`src/rtl/chess_move_pkg.sv`:
```
// Shared definitions for the move-scan sequencer: move word field layout,
// colours, piece codes, slot order of the square array, and scan states.
// Optional build macro used by the slice: MOVE_SCAN_COLOR_FILTER_EN.
package chess_move_pkg;

   // Move word field layout
   localparam int MV_CAPT_LSB  = 24;   // captured piece
   localparam int MV_CAPT_W    = 6;
   localparam int MV_FINAL_LSB = 16;   // final position
   localparam int MV_FINAL_W   = 6;
   localparam int MV_PIECE_LSB = 8;    // initial piece
   localparam int MV_PIECE_W   = 6;
   localparam int MV_INIT_LSB  = 0;    // initial position
   localparam int MV_INIT_W    = 6;
   localparam int MV_COLOR_BIT = 13;   // colour bit of the initial piece

   localparam logic [31:0] EMPTY_MOVE = 32'h0000_0000;

   localparam logic WHITE = 1'b1;
   localparam logic BLACK = 1'b0;

   // Piece codes
   localparam logic [4:0] PAWN   = 5'b00010;
   localparam logic [4:0] KNIGHT = 5'b00001;
   localparam logic [4:0] BISHOP = 5'b01000;
   localparam logic [4:0] ROOK   = 5'b10000;
   localparam logic [4:0] QUEEN  = 5'b11000;
   localparam logic [4:0] KING   = 5'b00100;

   // Slot order inside a square's move vector
   localparam int SLOT_U   = 0;
   localparam int SLOT_D   = 1;
   localparam int SLOT_L   = 2;
   localparam int SLOT_R   = 3;
   localparam int SLOT_UL  = 4;
   localparam int SLOT_UR  = 5;
   localparam int SLOT_DL  = 6;
   localparam int SLOT_DR  = 7;
   localparam int SLOT_UUL = 8;
   localparam int SLOT_UUR = 9;
   localparam int SLOT_LLU = 10;
   localparam int SLOT_RRU = 11;
   localparam int SLOT_DDL = 12;
   localparam int SLOT_DDR = 13;
   localparam int SLOT_LLD = 14;
   localparam int SLOT_RRD = 15;

   typedef enum logic [2:0] {
      ST_IDLE   = 3'd0,
      ST_SETTLE = 3'd1,
      ST_FETCH  = 3'd2,
      ST_EMIT   = 3'd3,
      ST_DONE   = 3'd4
   } scan_state_t;

endpackage

```
`src/rtl/move_scan_ctrl_if.sv`:
```
// Square-array and move-stream bundle of the move-scan sequencer.
// Optional build macro affecting the slice: MOVE_SCAN_COLOR_FILTER_EN.
//
// Stream handshake: a move transfers on a rising edge where move_valid and
// move_ready are both high. Once move_valid is raised, move_out stays
// stable and move_valid stays high until that transfer (clear excepted);
// move_ready may change freely and never depends combinationally on
// move_valid at the source.
interface move_scan_ctrl_if #(
   parameter int NUM_SLOTS = 16,
   parameter int MOVE_W    = 32
);
   logic                          sq_enable;
   logic [5:0]                    sq_sel;
   logic [NUM_SLOTS*MOVE_W-1:0]   sq_moves;
   logic [MOVE_W-1:0]             move_out;
   logic                          move_valid;
   logic                          move_ready;

   modport master (
      output sq_enable, sq_sel, move_out, move_valid,
      input  sq_moves, move_ready
   );

   modport slave (
      input  sq_enable, sq_sel, move_out, move_valid,
      output sq_moves, move_ready
   );
endinterface

```
`src/rtl/move_slot_picker.sv`:
```
// Lowest-set-bit priority pick over the pending slots of one square:
// returns the selected move word, its slot index and an any-pending flag.
// Optional build macro of the slice (no effect here): MOVE_SCAN_COLOR_FILTER_EN.
module move_slot_picker #(
   parameter int NUM_SLOTS = 16,
   parameter int MOVE_W    = 32,
   localparam int IDX_W    = (NUM_SLOTS > 1) ? $clog2(NUM_SLOTS) : 1
) (
   input  logic [NUM_SLOTS*MOVE_W-1:0] words,
   input  logic [NUM_SLOTS-1:0]        mask,
   output logic [MOVE_W-1:0]           word,
   output logic [IDX_W-1:0]            idx,
   output logic                        any
);

   // Walk from the top slot down so the lowest pending slot wins
   always_comb begin
      word = '0;
      idx  = '0;
      any  = |mask;
      for (int k = NUM_SLOTS - 1; k >= 0; k--) begin
         if (mask[k]) begin
            word = words[k*MOVE_W +: MOVE_W];
            idx  = IDX_W'(k);
         end
      end
   end

endmodule

```
`src/rtl/move_scan_ctrl.sv`:
```
// Move-scan sequencer: enables the square array, waits for propagation,
// walks squares 0..NUM_SQUARES-1 and streams every non-empty move word.
// Build macro MOVE_SCAN_COLOR_FILTER_EN: when defined, only moves whose
// initial-piece colour equals the side to move (latched at start) are sent.
module move_scan_ctrl
   import chess_move_pkg::*;
#(
   parameter int SETTLE_CYCLES = 16,
   parameter int NUM_SQUARES   = 64,
   parameter int NUM_SLOTS     = 16,
   parameter int MOVE_W        = 32,
   parameter int CNT_W         = 11
) (
   input  logic                 clk,
   input  logic                 clear,
   input  logic                 start,
   input  logic                 engineColor,
   move_scan_ctrl_if.master     scan,
   output logic                 busy,
   output logic                 done,
   output logic [CNT_W-1:0]     move_count,
   output scan_state_t          state_dbg
);

   // A zero settle time is treated as one cycle
   localparam int SETTLE_EFF = (SETTLE_CYCLES < 1) ? 1 : SETTLE_CYCLES;
   localparam int SET_W      = (SETTLE_EFF > 1) ? $clog2(SETTLE_EFF) : 1;
   localparam int IDX_W      = (NUM_SLOTS > 1) ? $clog2(NUM_SLOTS) : 1;
   localparam logic [SET_W-1:0] SET_LOAD = SET_W'(SETTLE_EFF - 1);
   localparam logic [5:0]       LAST_SQ  = 6'(NUM_SQUARES - 1);

   scan_state_t                 state;
   logic [SET_W-1:0]            set_cnt;
   logic [NUM_SLOTS*MOVE_W-1:0] buf_words;
   logic [NUM_SLOTS-1:0]        pending;
   logic [IDX_W-1:0]            cur_idx;

   logic [NUM_SLOTS-1:0]        live_mask;
   logic [NUM_SLOTS*MOVE_W-1:0] pick_words;
   logic [NUM_SLOTS-1:0]        pick_mask;
   logic [MOVE_W-1:0]           pick_word;
   logic [IDX_W-1:0]            pick_idx;
   logic                        pick_any;
   logic                        handshake;

`ifdef MOVE_SCAN_COLOR_FILTER_EN
   logic color_q;

   // Side to move, frozen for the whole scan
   always_ff @(posedge clk) begin
      if (clear)
         color_q <= BLACK;
      else if (state == ST_IDLE && start)
         color_q <= engineColor;
   end

   // Pending slots of the live square: non-empty and own colour
   always_comb begin
      live_mask = '0;
      for (int k = 0; k < NUM_SLOTS; k++)
         live_mask[k] = (scan.sq_moves[k*MOVE_W +: MOVE_W] != '0) &&
                        (scan.sq_moves[k*MOVE_W + MV_COLOR_BIT] == color_q);
   end
`else
   logic unused_engine_color;
   assign unused_engine_color = engineColor;

   // Pending slots of the live square: every non-empty word
   always_comb begin
      live_mask = '0;
      for (int k = 0; k < NUM_SLOTS; k++)
         live_mask[k] = (scan.sq_moves[k*MOVE_W +: MOVE_W] != '0);
   end
`endif

   assign handshake = scan.move_valid && scan.move_ready;
   assign state_dbg = state;

   // Picker sees the live square in FETCH, and the buffer minus the slot
   // being sent in EMIT, so the next move is ready at the handshake edge
   always_comb begin
      pick_words = buf_words;
      pick_mask  = pending & ~(NUM_SLOTS'(1) << cur_idx);
      if (state == ST_FETCH) begin
         pick_words = scan.sq_moves;
         pick_mask  = live_mask;
      end
   end

   move_slot_picker #(
      .NUM_SLOTS (NUM_SLOTS),
      .MOVE_W    (MOVE_W)
   ) u_picker (
      .words (pick_words),
      .mask  (pick_mask),
      .word  (pick_word),
      .idx   (pick_idx),
      .any   (pick_any)
   );

   // Scan FSM with registered outputs
   always_ff @(posedge clk) begin
      if (clear) begin
         state           <= ST_IDLE;
         set_cnt         <= '0;
         buf_words       <= '0;
         pending         <= '0;
         cur_idx         <= '0;
         scan.sq_sel     <= '0;
         scan.sq_enable  <= 1'b0;
         scan.move_out   <= '0;
         scan.move_valid <= 1'b0;
         busy            <= 1'b0;
         done            <= 1'b0;
         move_count      <= '0;
      end else begin
         done <= 1'b0;
         case (state)
            ST_IDLE: begin
               if (start) begin
                  state          <= ST_SETTLE;
                  set_cnt        <= SET_LOAD;
                  scan.sq_sel    <= '0;
                  scan.sq_enable <= 1'b1;
                  busy           <= 1'b1;
                  move_count     <= '0;
               end
            end
            ST_SETTLE: begin
               if (set_cnt == '0)
                  state <= ST_FETCH;
               else
                  set_cnt <= set_cnt - SET_W'(1);
            end
            ST_FETCH: begin
               buf_words <= scan.sq_moves;
               pending   <= live_mask;
               if (pick_any) begin
                  state           <= ST_EMIT;
                  scan.move_valid <= 1'b1;
                  scan.move_out   <= pick_word;
                  cur_idx         <= pick_idx;
               end else if (scan.sq_sel == LAST_SQ) begin
                  state          <= ST_DONE;
                  scan.sq_enable <= 1'b0;
                  done           <= 1'b1;
               end else begin
                  scan.sq_sel <= scan.sq_sel + 6'd1;
               end
            end
            ST_EMIT: begin
               if (handshake) begin
                  move_count <= move_count + CNT_W'(1);
                  pending    <= pick_mask;
                  if (pick_any) begin
                     scan.move_out <= pick_word;
                     cur_idx       <= pick_idx;
                  end else begin
                     scan.move_valid <= 1'b0;
                     scan.move_out   <= EMPTY_MOVE;
                     if (scan.sq_sel == LAST_SQ) begin
                        state          <= ST_DONE;
                        scan.sq_enable <= 1'b0;
                        done           <= 1'b1;
                     end else begin
                        state       <= ST_FETCH;
                        scan.sq_sel <= scan.sq_sel + 6'd1;
                     end
                  end
               end
            end
            ST_DONE: begin
               state <= ST_IDLE;
               busy  <= 1'b0;
            end
            default: begin
               state <= ST_IDLE;
            end
         endcase
      end
   end

endmodule

```
`src/flat_wrapper.sv`:
```
// flat-port wrapper written by rule: the top's interface ports become plain ports
module move_scan_ctrl_flat import chess_move_pkg::*;
#(
   parameter int SETTLE_CYCLES = 16,
   parameter int NUM_SQUARES   = 64,
   parameter int NUM_SLOTS     = 16,
   parameter int MOVE_W        = 32,
   parameter int CNT_W         = 11
)
  (clk, clear, start, engineColor, busy, done, move_count, state_dbg, scan_sq_enable, scan_sq_sel, scan_move_out, scan_move_valid, scan_sq_moves, scan_move_ready);
  move_scan_ctrl_if #(.NUM_SLOTS(NUM_SLOTS), .MOVE_W(MOVE_W)) scan_i ();
  input  logic clk;
  input  logic clear;
  input  logic start;
  input  logic engineColor;
  output logic busy;
  output logic done;
  output logic [CNT_W-1:0] move_count;
  output scan_state_t state_dbg;
  output wire logic [$bits(scan_i.sq_enable)-1:0] scan_sq_enable;
  output wire logic [$bits(scan_i.sq_sel)-1:0] scan_sq_sel;
  output wire logic [$bits(scan_i.move_out)-1:0] scan_move_out;
  output wire logic [$bits(scan_i.move_valid)-1:0] scan_move_valid;
  input wire logic [$bits(scan_i.sq_moves)-1:0] scan_sq_moves;
  input wire logic [$bits(scan_i.move_ready)-1:0] scan_move_ready;
  assign scan_sq_enable = scan_i.sq_enable;
  assign scan_sq_sel = scan_i.sq_sel;
  assign scan_move_out = scan_i.move_out;
  assign scan_move_valid = scan_i.move_valid;
  assign scan_i.sq_moves = scan_sq_moves;
  assign scan_i.move_ready = scan_move_ready;
  move_scan_ctrl #(.SETTLE_CYCLES(SETTLE_CYCLES), .NUM_SQUARES(NUM_SQUARES), .NUM_SLOTS(NUM_SLOTS), .MOVE_W(MOVE_W), .CNT_W(CNT_W)) u_core (.clk(clk), .clear(clear), .start(start), .engineColor(engineColor), .scan(scan_i), .busy(busy), .done(done), .move_count(move_count), .state_dbg(state_dbg));
endmodule
```
`config.mk`:
```
export PLATFORM = sky130hd
export DESIGN_NAME = move_scan_ctrl_flat
export DESIGN_NICKNAME = d
export VERILOG_FILES = /design/src/rtl/chess_move_pkg.sv /design/src/rtl/move_scan_ctrl_if.sv /design/src/rtl/move_slot_picker.sv /design/src/rtl/move_scan_ctrl.sv /design/src/flat_wrapper.sv
export SDC_FILE = /design/constraint.sdc
export NUM_CORES = 1
export LEC_CHECK = 0
export BUFFER_PORTS_ARGS = -buffer_cell sky130_fd_sc_hd__buf_4
export CORE_MARGIN = 3
export CORE_UTILIZATION = 30
export CTS_CLUSTER_DIAMETER = 150
export DETAILED_ROUTE_END_ITERATION = 8
export HOLD_SLACK_MARGIN = 0.06
export PLACE_DENSITY = 0.47
export SLEW_MARGIN = 30
export SYNTH_ARGS = -nofsm -noshare
export SYNTH_HDL_FRONTEND = slang
export SYNTH_SLANG_ARGS = --single-unit
```
`constraint.sdc`:
```
create_clock -name clk -period 5.33 [get_ports clk]
set_clock_uncertainty 0.15 [all_clocks]
set_input_delay 0.2665 -clock clk [delete_from_list [all_inputs] [get_ports clk]]
set_output_delay 0.2665 -clock clk [all_outputs]
set_load 0.05 [all_outputs]
```
# Yosys cells after proc, flatten, opt, wreduce, memory -nomap -nowiden
# Index checks and enable logic that the tools add are counted.
classes:
  shift: 1
  reduce_logical: 33
  mux: 76
  bitwise_logic: 2
  eq_ne: 12
  addsub: 3
ops:
  columns: ["op", "count"]
  rows:
  - ["two-way mux 32 bit", 19]
  - ["two-way mux 512 bit", 1]
  - ["nonzero test 32 bit", 16]
  - ["two-way mux 4 bit", 20]
  - ["one-hot mux 32 bit (2 select lines)", 1]
  - ["two-way mux 16 bit", 2]
  - ["one-hot mux 16 bit (2 select lines)", 1]
  - ["two-way mux 6 bit", 4]
  - ["two-way mux 11 bit", 2]
  - ["one-hot mux 11 bit (2 select lines)", 1]
  - ["two-way mux 3 bit", 7]
  - ["one-hot mux 6 bit (3 select lines)", 1]
  - ["AND 16 bit", 1]
  - ["inverter 16 bit", 1]
  - ["one-hot mux 4 bit (2 select lines)", 2]
  - ["OR reduction 16 bit", 1]
  - ["left shift 1 x 4 -> 16 bit, first input constant", 1]
  - ["one-hot mux 3 bit (4 select lines)", 1]
  - ["AND reduction 3 bit", 4]
  - ["adder 11 x 1 -> 11 bit, second input constant", 1]
  - ["two-way mux 1 bit", 10]
  - ["nonzero test 2 bit", 4]
  - ["adder 6 x 1 -> 6 bit, second input constant", 1]
  - ["equality test 3 x 2 -> 1 bit, second input constant", 2]
  - ["16 further kinds", 23]
word_totals:
  inputBits: 517
  out_inout_bits: 56
  regBits: 592
  wordCells: 139

# Depth between registers and ports, before layout
# Gate-level depths: netlist (run 1).
logic_depth:
  depth_word: 23
  depth_mapped: 14
  depth_no_buf: 8

# Hierarchy
# From an unflattened synthesis (run 1), not the netlist that was laid out.
hier_totals:
  cells_unflattened: 3968
  hier_area_um2: 28218.3
by_module_without_submodules:
  columns: ["module", "area_each_um2", "cells_each", "instances", "seq_area_each_um2"]
  rows:
  - ["move_scan_ctrl", 24204.5, 3349, 1, 11851.4]
  - ["move_slot_picker", 4013.8, 619, 1, 0.0]

# Worst setup path before layout (run 1)
# No wires, ideal clock.
synth_path:
  kind: "reg-to-reg"
  from: "register u_core.state[1] (netlist: u_core.state_dbg[1])"
  to: "register u_core.scan.move_out[7]"
  required_time_ns: 5.063
  n_path_buf: 3
  arrival_ns: 3.044
  period_less_slack_ns: 3.311
  path_stages_with_launch: 11
  setup_ns: 0.117
  setup_slack_ns: 2.019
  path_cell_list: "dfxtp_1 -> or3b_4 -> buf_6 -> buf_6 -> nand3_1 -> nand4_4 -> clkbuf_1 -> or4_1 -> a2111oi_2 -> o21ai_1 -> a32o_1"
synth_via:
  elab_chain_len: 21
  word_cells_on_any_way: 29
  cone_classes: "eq/ne: 4; mux: 22; reduce/logical: 3"
synth_lines:
  columns: ["item", "line_no", "source"]
  rows:
  - ["start: declaration", "move_scan_ctrl.sv:32", "scan_state_t state;"]
  - ["start signal: assignment", "move_scan_ctrl.sv:104", "state <= ST_IDLE;"]
  - ["start signal: assignment", "move_scan_ctrl.sv:121", "state <= ST_SETTLE;"]
  - ["start signal: assignment", "move_scan_ctrl.sv:131", "state <= ST_FETCH;"]
  - ["equality test 3 x 2 -> 1 bit", "move_scan_ctrl.sv:84, move_scan_ctrl.sv:118", null]
  - ["two-way mux 512 bit or two-way mux 16 bit (tied branches)", "move_scan_ctrl.sv:84", "if (state == ST_FETCH) begin"]
  - ["two-way mux 32 bit (16 in series)", "move_slot_picker.sv:22", "if (mask[k]) begin"]
  - ["two-way mux 32 bit", "move_scan_ctrl.sv:155", "if (pick_any) begin"]
  - ["two-way mux 32 bit", "move_scan_ctrl.sv:152", "if (handshake) begin"]
  - ["one-hot mux 32 bit (2 select lines)", "move_scan_ctrl.sv:118", "case (state)"]
  - ["end signal: assignment", "move_scan_ctrl.sv:141", "scan.move_out <= pick_word;"]
  - ["end signal: assignment", "move_scan_ctrl.sv:156", "scan.move_out <= pick_word;"]
  - ["end: declaration", "move_scan_ctrl_if.sv:21", "output sq_enable, sq_sel, move_out, move_valid,"]
# Parallel ways exist; a longest one is shown, timed or not. The select of a mux whose other input is x is not followed.
# A chain may end at the register's enable or synchronous reset.

# Worst setup path after layout (run 1)
layout_path:
  from: "register u_core.state[1] (netlist: u_core.state_dbg[1])"
  to: "register u_core.scan.sq_sel[1]"
layout_via:
  elab_chain_len: 6
  word_cells_on_any_way: 12
  cone_classes: "eq/ne: 4; mux: 4; reduce/logical: 4"
layout_lines:
  columns: ["item", "line_no", "source"]
  rows:
  - ["equality test 3 x 2 -> 1 bit", "move_scan_ctrl.sv:84, move_scan_ctrl.sv:118", null]
  - ["two-way mux 16 bit", "move_scan_ctrl.sv:84", null]
  - ["OR reduction 16 bit", "move_slot_picker.sv:20", "any = |mask;"]
  - ["two-way mux 6 bit (2 in series)", null, null]
  - ["one-hot mux 6 bit (3 select lines)", "move_scan_ctrl.sv:118", null]
  - ["end signal: assignment", "move_scan_ctrl.sv:148", "scan.sq_sel <= scan.sq_sel + 6'd1;"]
  - ["end signal: assignment", "move_scan_ctrl.sv:167", "scan.sq_sel <= scan.sq_sel + 6'd1;"]
  - ["end: declaration", "move_scan_ctrl_if.sv:21", null]
# Parallel ways exist; a longest one is shown, timed or not. The select of a mux whose other input is x is not followed.

==> flow_results.org, run 1 <==
** Job
- The tool flagged a number of max-cap violations equal to 0.

** Critical path
- In this run the worst setup path begins at u_core.state_dbg[1].
- Worst EP required :: between 5 and 6 ns
- The worst setup path is launched from a register.
- Type of destination of the critical path :: register
- Setup crit end :: u_core.scan.sq_sel[1]
- Arrival time of the worst setup path :: 4.67 ns
- Across all register-to-register paths, the minimum setup slack is 0.97 ns.
- Of all nets on the critical path, the largest fanout is 24.
- Measured in cells, the most critical reg-to-reg path has a length of 8.
- CP Class :: reg -> reg
- Reg2Reg Launch Point :: u_core.state_dbg[1]
- The worst register-to-register path ends at u_core.scan.sq_sel[1].

** Status
- Outcome :: finished clean

** Min path
- Type of the most critical hold path :: in -> reg
- Hold Path Depth :: 4
- Hold Crit Start :: scan_sq_moves[469]

** Logic synthesis
- #FFs+latches synth :: roughly 590
- Mapped cell area :: 28,400 um2
- Share of synthesized area occupied by flip-flops and latches :: 0.417
- The most used flip-flop cell after synthesis is sky130_fd_sc_hd__dfxtp_1.
- Number of enable-type register cells in the synthesized netlist :: 0
- During synthesis, Yosys emitted a total of 0 warnings.
- Synthesized instance count :: between 3,000 and 4,000
- The netlist uses 71 different library cells.
- Average cell area after synthesis :: 8.41 um2
- For this run, asynchronously set or reset flops after synthesis account for 0.
- Counting every net in the synthesized netlist gives 3,896.

** Clock tree
- The longest clock path from root to sink contains 3 buffers.
- Count of clock tree sinks :: 592
- Clock insertion delay at the later pin of the skew report :: 0.63 ns
- After clock tree synthesis, the clock-pin slew on the worst setup and hold paths is 0.06 ns.
- Root cell of the clock tree :: sky130_fd_sc_hd__clkbuf_16
- TritonCTS built the clock tree.
- Cts bufs inserted :: roughly 70
- CTS built an H-tree with a depth of 3.
- Postcts setup bufs :: 0

** Floorplan
- In this run the horizontal extent of the chip is between 300 and 400 um.
- Initial core utilization :: 0.303
- Pin placement for this block handled 573 I/O pins.
- Measured along the y axis, the die boundary spans 314 um.
- Site Rows :: 112
- Total die area :: ~100,000 um2
- In this run the standard cell core region covers 93,600 um2.

** Global route
- Number of global-route vias before repair :: approximately 30,000
- Entering global routing, the biggest net connects 198 pins.
- Antenna violations before repair :: 18
- Overflow after GRT :: 0
- The first global-routing pass estimated 208 mm of wire.
- Overall fraction of global-route tracks in use :: 0.285

** Drt
- Summed over all layers, the routed wires come to 147 mm.
- Initial DRT Pass Iterations :: 8
- Final routed wire length divided by cell count :: between 20 and 30 um
- After detailed routing, the number of vias per cell comes to between 5 and 6.
- In this run the remaining antenna-violating nets after routing total 0.
- DRC violation count after routing :: 0
- The detailed router placed 31,200 vias in this run.
- Drt initial violations :: 3,217

** Timing
- Min Clock Period, post-route :: 4.36 ns
- Static timing analysis puts the maximum clock frequency at ~0.23 GHz.
- Worst hold margin :: 0.299 ns
- Final-report hold violation count :: 0
- Number of max-slew violations in the final report :: 0
- Headroom to the max-slew limit came out at 0.227.
- Setup violations remaining at the end of the flow were counted as 0.
- Summed negative setup slack over all endpoints :: 0 ns
- Dividing the final minimum period by the clock period gives 0.817.
- Unrepaired setup endpoints after global routing :: no
- For the pin with the worst max-slew slack, the measured transition is 1.16 ns.

** Power and ir drop
- Cell internal power was estimated by the tool at a little under 10,000 uW.
- Final Total Pwr :: 16,200 uW
- In this run the static leakage power is 0.0189 uW.
- Of the total power, the clock network draws 0.304.
- Worst-case vdd ir drop :: roughly 240 uV
- Dividing total power by cell area gives a power density of 385 nW/um2.
- Of the total power, the share spent switching nets is 0.387.
- Part of the power in combinational logic :: 0.394
- Relative contribution of sequential cells to total power :: 0.302
- The analysis attributes to net switching a power of 6260 uW.

** Placement
- Detailed placement HPWL :: 109 mm
- Weighted congestion at the end of routability-driven global placement :: 0.898
- Port-buffer cells :: 571
- After detailed placement, the total cell area comes to roughly 34,000 um2.

** Finish
- Commonest non-fill, non-tap cells in the layout :: 689 x sky130_fd_sc_hd__buf_4, 592 x sky130_fd_sc_hd__dfxtp_1, 543 x sky130_fd_sc_hd__dlygate4sd3_1, 467 x sky130_fd_sc_hd__nor2_1, 404 x sky130_fd_sc_hd__nand2_1
- From synthesis to final layout, the design area changed by 47.9%.
- Once layout is done, the placed cells without fillers occupy 42,000 um2.
- Of the cells placed in the final design, the portion with a size suffix greater than 1 is 0.193.
- Fill cells in the final layout number 9,336.
- Commonest non-fill, non-tap cell in the layout :: sky130_fd_sc_hd__buf_4
- Total number of nets in the final design :: 4,944
[routing by layer]
metal  GRT usage  vias to the layer above  part of all wire  routed length, um
met5           0                        -           0.00037                 55
met4       0.103                        8             0.039               5680
li1            -                    14500                 -                  -
met3      0.0467                      246             0.072              10600
met2       0.442                     1337              0.44              65000
met1       0.397                    15100              0.45              65500
[cell families (layout without fill, tap and decap cells)]
group	count (synthesis)	after routing	share of synthesized area
AO/OA/AOI/OAI	864	864	0.206
multiplexers	367	367	0.129
buffers and inverters	297	1395	0.0442
other	0	15	0
flip-flops	592	592	0.417
AND/OR/NAND/NOR	1242	1242	0.198
XOR/XNOR	11	11	0.00339
adder cells (fa/ha/maj)	3	3	0.00132
[flip-flops by register name, indices dropped and copies added, names as in the netlist]
register	cells
u_core.pending	16
u_core.scan.move_out	32
u_core.cur_idx	4
u_core.move_count	11
u_core.set_cnt	4
u_core.scan.sq_enable	1
u_core.buf_words	512
u_core.scan.sq_sel	6
u_core.state_dbg	3
u_core.done	1
u_core.busy	1
u_core.scan.move_valid	1
[layout make-up]
cell class | instances | area, um2 | area share
antenna | 15 | 37.5 | 0.000894
inverter | 32 | 120 | 0.00286
clock buffer | 103 | 2030 | 0.0483
timing repair buffer | 1239 | 10700 | 0.256
clock inverter | 21 | 269 | 0.00641
multi-input combinational | 2487 | 15400 | 0.366
sequential | 592 | 11900 | 0.282
tap | 1254 | 1570 | 0.0374
[worst min-delay path by stage]
| stage | end | slack [ns] |
|---|---|---|
| after floorplan | u_core.buf_words[353] | 0.25 |
| after global placement | u_core.buf_words[377] | 0.29 |
| after detailed placement | u_core.buf_words[373] | 0.29 |
| after CTS | u_core.buf_words[21] | 0.26 |
| after global routing | u_core.buf_words[251] | 0.30 |
| final | u_core.buf_words[469] | 0.30 |
[stage by stage]
step	worst slack (ns)	instances	util
6_report	0.974	5743	0.448
5_1_grt	0.606	5735	0.448
4_1_cts	0.928	5728	0.448
3_5_place_dp	0.940	5061	0.365
3_3_place_gp	0.977	5061	0.365
2_1_floorplan	2.02	3376	-
[critical path, stage by stage, from the launching register on]
cell and delay (ns):
sky130_fd_sc_hd__dfxtp_1 0.54, sky130_fd_sc_hd__or3b_4 0.65, sky130_fd_sc_hd__buf_4 0.34, sky130_fd_sc_hd__nand2b_1 0.34
sky130_fd_sc_hd__nand4_1 0.53, sky130_fd_sc_hd__nor4_4 0.71, sky130_fd_sc_hd__nand4_1 0.29, sky130_fd_sc_hd__a32oi_1 0.49
sky130_fd_sc_hd__o22ai_1 0.14
[cells in the mapped netlist, drive strengths merged (38+ instances only)]
library cell / instances / area share
dfxtp: 592 / 0.42
nor2: 469 / 0.062
nand2: 406 / 0.054
mux2i: 367 / 0.13
a21oi: 322 / 0.057
clkbuf: 189 / 0.025
nor4: 143 / 0.033
o21ai: 126 / 0.022
buf: 76 / 0.015
nand4: 68 / 0.016
nand3: 42 / 0.0074
a22oi: 38 / 0.010
[power groups by stage]
stage | Combinational [uW] | Sequential (uW) | Clock (uW)
floorplan | 2980 | 5040 | 0
global placement | 5880 | 4970 | 0
global route | 6640 | 4910 | 5170
detailed placement | 5880 | 4980 | 0
CTS | 6230 | 4880 | 5000
finish | 6370 | 4880 | 4910
[timing repair]
action / CTS / global route
hold buffers: 543 / 0
setup endpoints to repair: 0 / 0
endpoints found under the hold margin: 537 / 0
resized for setup: 0 / 0
Note: power is estimated with default switching activity, not from simulation.
==> run 2: changes to the inputs <==
--- a/config.mk
+++ b/config.mk
@@ -11,7 +11,7 @@
 export CTS_CLUSTER_DIAMETER = 150
 export DETAILED_ROUTE_END_ITERATION = 8
 export HOLD_SLACK_MARGIN = 0.06
-export PLACE_DENSITY = 0.47
+export PLACE_DENSITY = 0.49
 export SLEW_MARGIN = 30
 export SYNTH_ARGS = -nofsm -noshare
 export SYNTH_HDL_FRONTEND = slang
==> constraint.sdc (replaced) <==
create_clock -name clk -period 3.7 [get_ports clk]
set_clock_uncertainty 0.15 [all_clocks]
set_input_delay 0.185 -clock clk [delete_from_list [all_inputs] [get_ports clk]]
set_output_delay 0.185 -clock clk [all_outputs]
set_load 0.05 [all_outputs]
==> flow_results.org, run 2 (synthesized netlist as in run 1, its figures left out) <==
** Status
- Outcome :: finished clean (unchanged)

** Finish
- Commonest non-fill, non-tap cells in the layout :: 800 x sky130_fd_sc_hd__buf_4, 598 x sky130_fd_sc_hd__dlygate4sd3_1, 592 x sky130_fd_sc_hd__dfxtp_1, 467 x sky130_fd_sc_hd__nor2_1, 404 x sky130_fd_sc_hd__nand2_1 (was 689 x sky130_fd_sc_hd__buf_4, 592 x sky130_fd_sc_hd__dfxtp_1, 543 x sky130_fd_sc_hd__dlygate4sd3_1, 467 x sky130_fd_sc_hd__nor2_1, 404 x sky130_fd_sc_hd__nand2_1)
- The commonest non-fill, non-tap cell in the layout is sky130_fd_sc_hd__buf_4 (unchanged).
- Biggest register :: u_core.buf_words (unchanged)
- Biggest registers after layout: u_core.buf_words x512, u_core.scan.move_out x32, u_core.pending x16 (unchanged).
- Fraction of final layout cells sized beyond drive strength 1 :: 0.218 (was 0.193)
- Total number of nets in the final design :: 5,133 (was 4,944)
- The area added between synthesis and finish was 54.8% (was 47.9%).
- Max reg flops :: 512 (unchanged)

** Timing
- Transition at the pin with the smallest max-transition slack :: 1.14 ns (was 1.16 ns)
- The final number of max-transition violations is 0 (unchanged).
- The final number of setup-violating endpoints is 0 (unchanged).
- The worst hold slack after final layout is 0.200 ns (was 0.299 ns).
- Worst slew slack as a fraction of its limit :: 0.240 (was 0.227)
- The final period utilization came to 0.973 (was 0.817).
- F_max :: 0.278 GHz (was 0.230 GHz)
- Unrepaired setup endpoints after global routing :: yes (was no)
- Final-report hold violation count :: 0 (unchanged)
- The minimum clock period after layout was 3.60 ns (was 4.36 ns).

** Critical path
- The maximum cell stage delay along the critical path was 0.55 ns (was 0.71 ns).
- Worst reg2reg endpoint :: u_core.scan.move_out[8] (was u_core.scan.sq_sel[1])
- The category of the worst setup path capture point was a register (unchanged).
- Most numerous cell on the critical path :: sky130_fd_sc_hd__buf_4 (was sky130_fd_sc_hd__nand4_1)
- The slack of the worst reg-to-reg path came to 0.1 ns (was 0.97 ns).
- Cell chain of the critical path :: or3b_4 > buf_4 > o211ai_1 > nand2_2 > buf_4 > a2111oi_1 > buf_4 > a21oi_1 > buf_4 > o21ai_1 > a32o_1 (was or3b_4 > buf_4 > nand2b_1 > nand4_1 > nor4_4 > nand4_1 > a32oi_1 > o22ai_1)
- The critical setup path kind was reg -> reg (unchanged).
- Largest fanout of any net on the critical path :: 17 (was 24)
- The endpoint arrival time on the critical path was 4.05 ns (was 4.67 ns).
- The count of cells along the worst register-to-register path is 11 (was 8).
- The element type at the critical path start was a register (unchanged).
- Buf+Inv Stages, Crit Path :: 4 (was 1)
- The slowest cell on the critical path was sky130_fd_sc_hd__or3b_4 (was sky130_fd_sc_hd__nor4_4).
- Top cell family by delay on the critical path :: compound AO/OA/AOI/OAI gates (was simple AND/OR/NAND/NOR gates)
- Worst EP required :: 4.15 ns (was 5.65 ns)
- Reg2Reg Launch Point :: u_core.state_dbg[1] (unchanged)

** Drt
- The number of remaining DRC errors is 0 (unchanged).
- The vias after detailed routing is 32,300 (was 31,200).
- The number of iterations in the first detailed-routing pass was 6 (was 8).
- The number of antenna-violating nets in the routed design was 0 (unchanged).
- The wire length after detailed routing was 148 mm (was 147 mm).
- Drt initial violations :: 3,556 (was 3,217)
- Avg Vias per Cell :: 5.43 (was 5.44)
- The per-cell routed wire length came to 24.8 um (was 25.6 um).

** Min path
- The type of the worst min-delay path is in -> reg (unchanged).
- The worst hold path endpoint is u_core.buf_words[181] (was u_core.buf_words[469]).
- The startpoint of the worst hold path is scan_sq_moves[181] (was scan_sq_moves[469]).
- The number of instances on the worst hold path came to 4 (unchanged).

** Placement
- Port-buffer cells :: 571 (unchanged)
- Detailed placement HPWL :: 110 mm (was 109 mm)
- The final weighted congestion in routability-driven placement is 0.912 (was 0.898).

** Clock tree
- Cts bufs inserted :: 72 (unchanged)
- Clock tree from TritonCTS :: done (unchanged)
- The number of clock sinks seen by CTS came to 592 (unchanged).
- Bufs on Longest Clock Path :: 3 (unchanged)
- The clock transition time at the flip-flop clock pins of the worst setup and hold paths was 0.06 ns (about the same).
- H-Tree Depth :: 3 (unchanged)
- The clock latency on the worst-skew pair is 0.66 ns (was 0.63 ns).
- The cell at the root of the clock tree was sky130_fd_sc_hd__clkbuf_16 (unchanged).

** Power and ir drop
- The maximum resistive drop on vdd was 323 uV (was 238 uV).
- The total power came to 24,100 uW (was 16,200 uW).
- LEAKAGE :: 0.0200 uW (was 0.0189 uW)
- Power per standard cell area :: 548 nW/um2 (was 385 nW/um2)

** Global route
- The total global routing track utilization was 0.288 (was 0.285).
- The via count of the first global-routing pass was 31,200 (was 30,100).
- Global-route wire length before repair :: 212 mm (was 208 mm)
- The overflow left after global routing is 0 (unchanged).
- The pin count of the biggest net entering global routing was 199 (was 198).
- The initial antenna violation count was 22 (was 18).

** Floorplan
- Boundary Pins :: 573 (unchanged)
- The area enclosed by the die boundary is 98,400 um2 (unchanged).
- Initial core utilization :: 0.303 (unchanged)
- Die X-Extent :: 314 um (unchanged)
- Site Rows :: 112 (unchanged)
- The chip height is 314 um (unchanged).
- Placeable Area :: 93,600 um2 (unchanged)

** Job
- Number of max-cap violations :: 0 (unchanged)
## run 2: cell types whose count changed in the layout (fill, tap and decap cells not counted), sizes merged, moves of 3 or more
cell / change
buf: +133
inv: -3
dlygate4sd3: +55
clkinv: +7
clkinvlp: +3
diode: +6
## run 2: final cells by class
| type | count | area (um2) |
|---|---|---|
| repair buffers | 1427 | 12600 |
| inverters | 32 | 120 |
| diodes | 21 | 52.6 |
| clock buffers | 102 | 2060 |
| flip-flops and latches | 592 | 11900 |
| multi-input cells | 2488 | 15500 |
| well taps | 1254 | 1570 |
| fillers | 9165 | 49700 |
| clock inverters | 26 | 263 |
## run 2: worst register-to-register path, stage by stage (launching register included)
cell and delay, ns:
sky130_fd_sc_hd__dfxtp_1 0.32, sky130_fd_sc_hd__or3b_4 0.55, sky130_fd_sc_hd__buf_4 0.28, sky130_fd_sc_hd__o211ai_1 0.20
sky130_fd_sc_hd__nand2_2 0.33, sky130_fd_sc_hd__buf_4 0.26, sky130_fd_sc_hd__a2111oi_1 0.46, sky130_fd_sc_hd__buf_4 0.24
sky130_fd_sc_hd__a21oi_1 0.12, sky130_fd_sc_hd__buf_4 0.18, sky130_fd_sc_hd__o21ai_1 0.27, sky130_fd_sc_hd__a32o_1 0.20
## run 2: power by group
group | switching [uW] | internal [uW]
registers | 176 | 6850
logic | 5940 | 4040
clock network | 3070 | 4000
## run 2: per-stage QoR
step	instances	utilization	setup TNS (ns)	worst slack, ns	instance area, um2
floorplan	3376	-	0	0.389	28400
global placement	5188	0.378	-0.418	-0.225	35400
detailed placement	5188	0.379	-0.657	-0.210	35400
CTS	5914	0.467	0	0.00466	43800
global route	5938	0.469	-0.0108	-0.0108	43900
finish	5942	0.469	0	0.0992	43900
## run 2: worst max-delay path by stage
stage	start	endpoint	cells past startpoint
after detailed placement	u_core.state_dbg[2]	u_core.scan.move_out[31]	11
final	u_core.state_dbg[1]	u_core.scan.move_out[8]	11
after global placement	u_core.state_dbg[2]	u_core.scan.move_out[31]	11
after global routing	u_core.state_dbg[2]	u_core.scan.move_out[0]	8
after CTS	u_core.state_dbg[2]	u_core.scan.move_out[5]	8
after floorplan	u_core.state_dbg[1]	u_core.scan.move_out[7]	10
## run 2: metal layers
metal | global-route usage | vias to the layer above | part of all wire
li1 | - | 14900 | -
met1 | 0.395 | 15700 | 0.44
met2 | 0.446 | 1398 | 0.44
met3 | 0.0487 | 274 | 0.072
met4 | 0.120 | 8 | 0.047
met5 | 0 | - | 0.00033
## run 2: timing repair
| item | in CTS | in global routing |
|---|---|---|
| setup buffers | 0 | 6 |
| gates resized for setup | 6 | 16 |
| pin swaps | 0 | 1 |
| hold buffers | 598 | 0 |
| endpoints found under the hold margin | 568 | 0 |
| cloned | 0 | 1 |
| setup endpoints to repair | 5 | 20 |
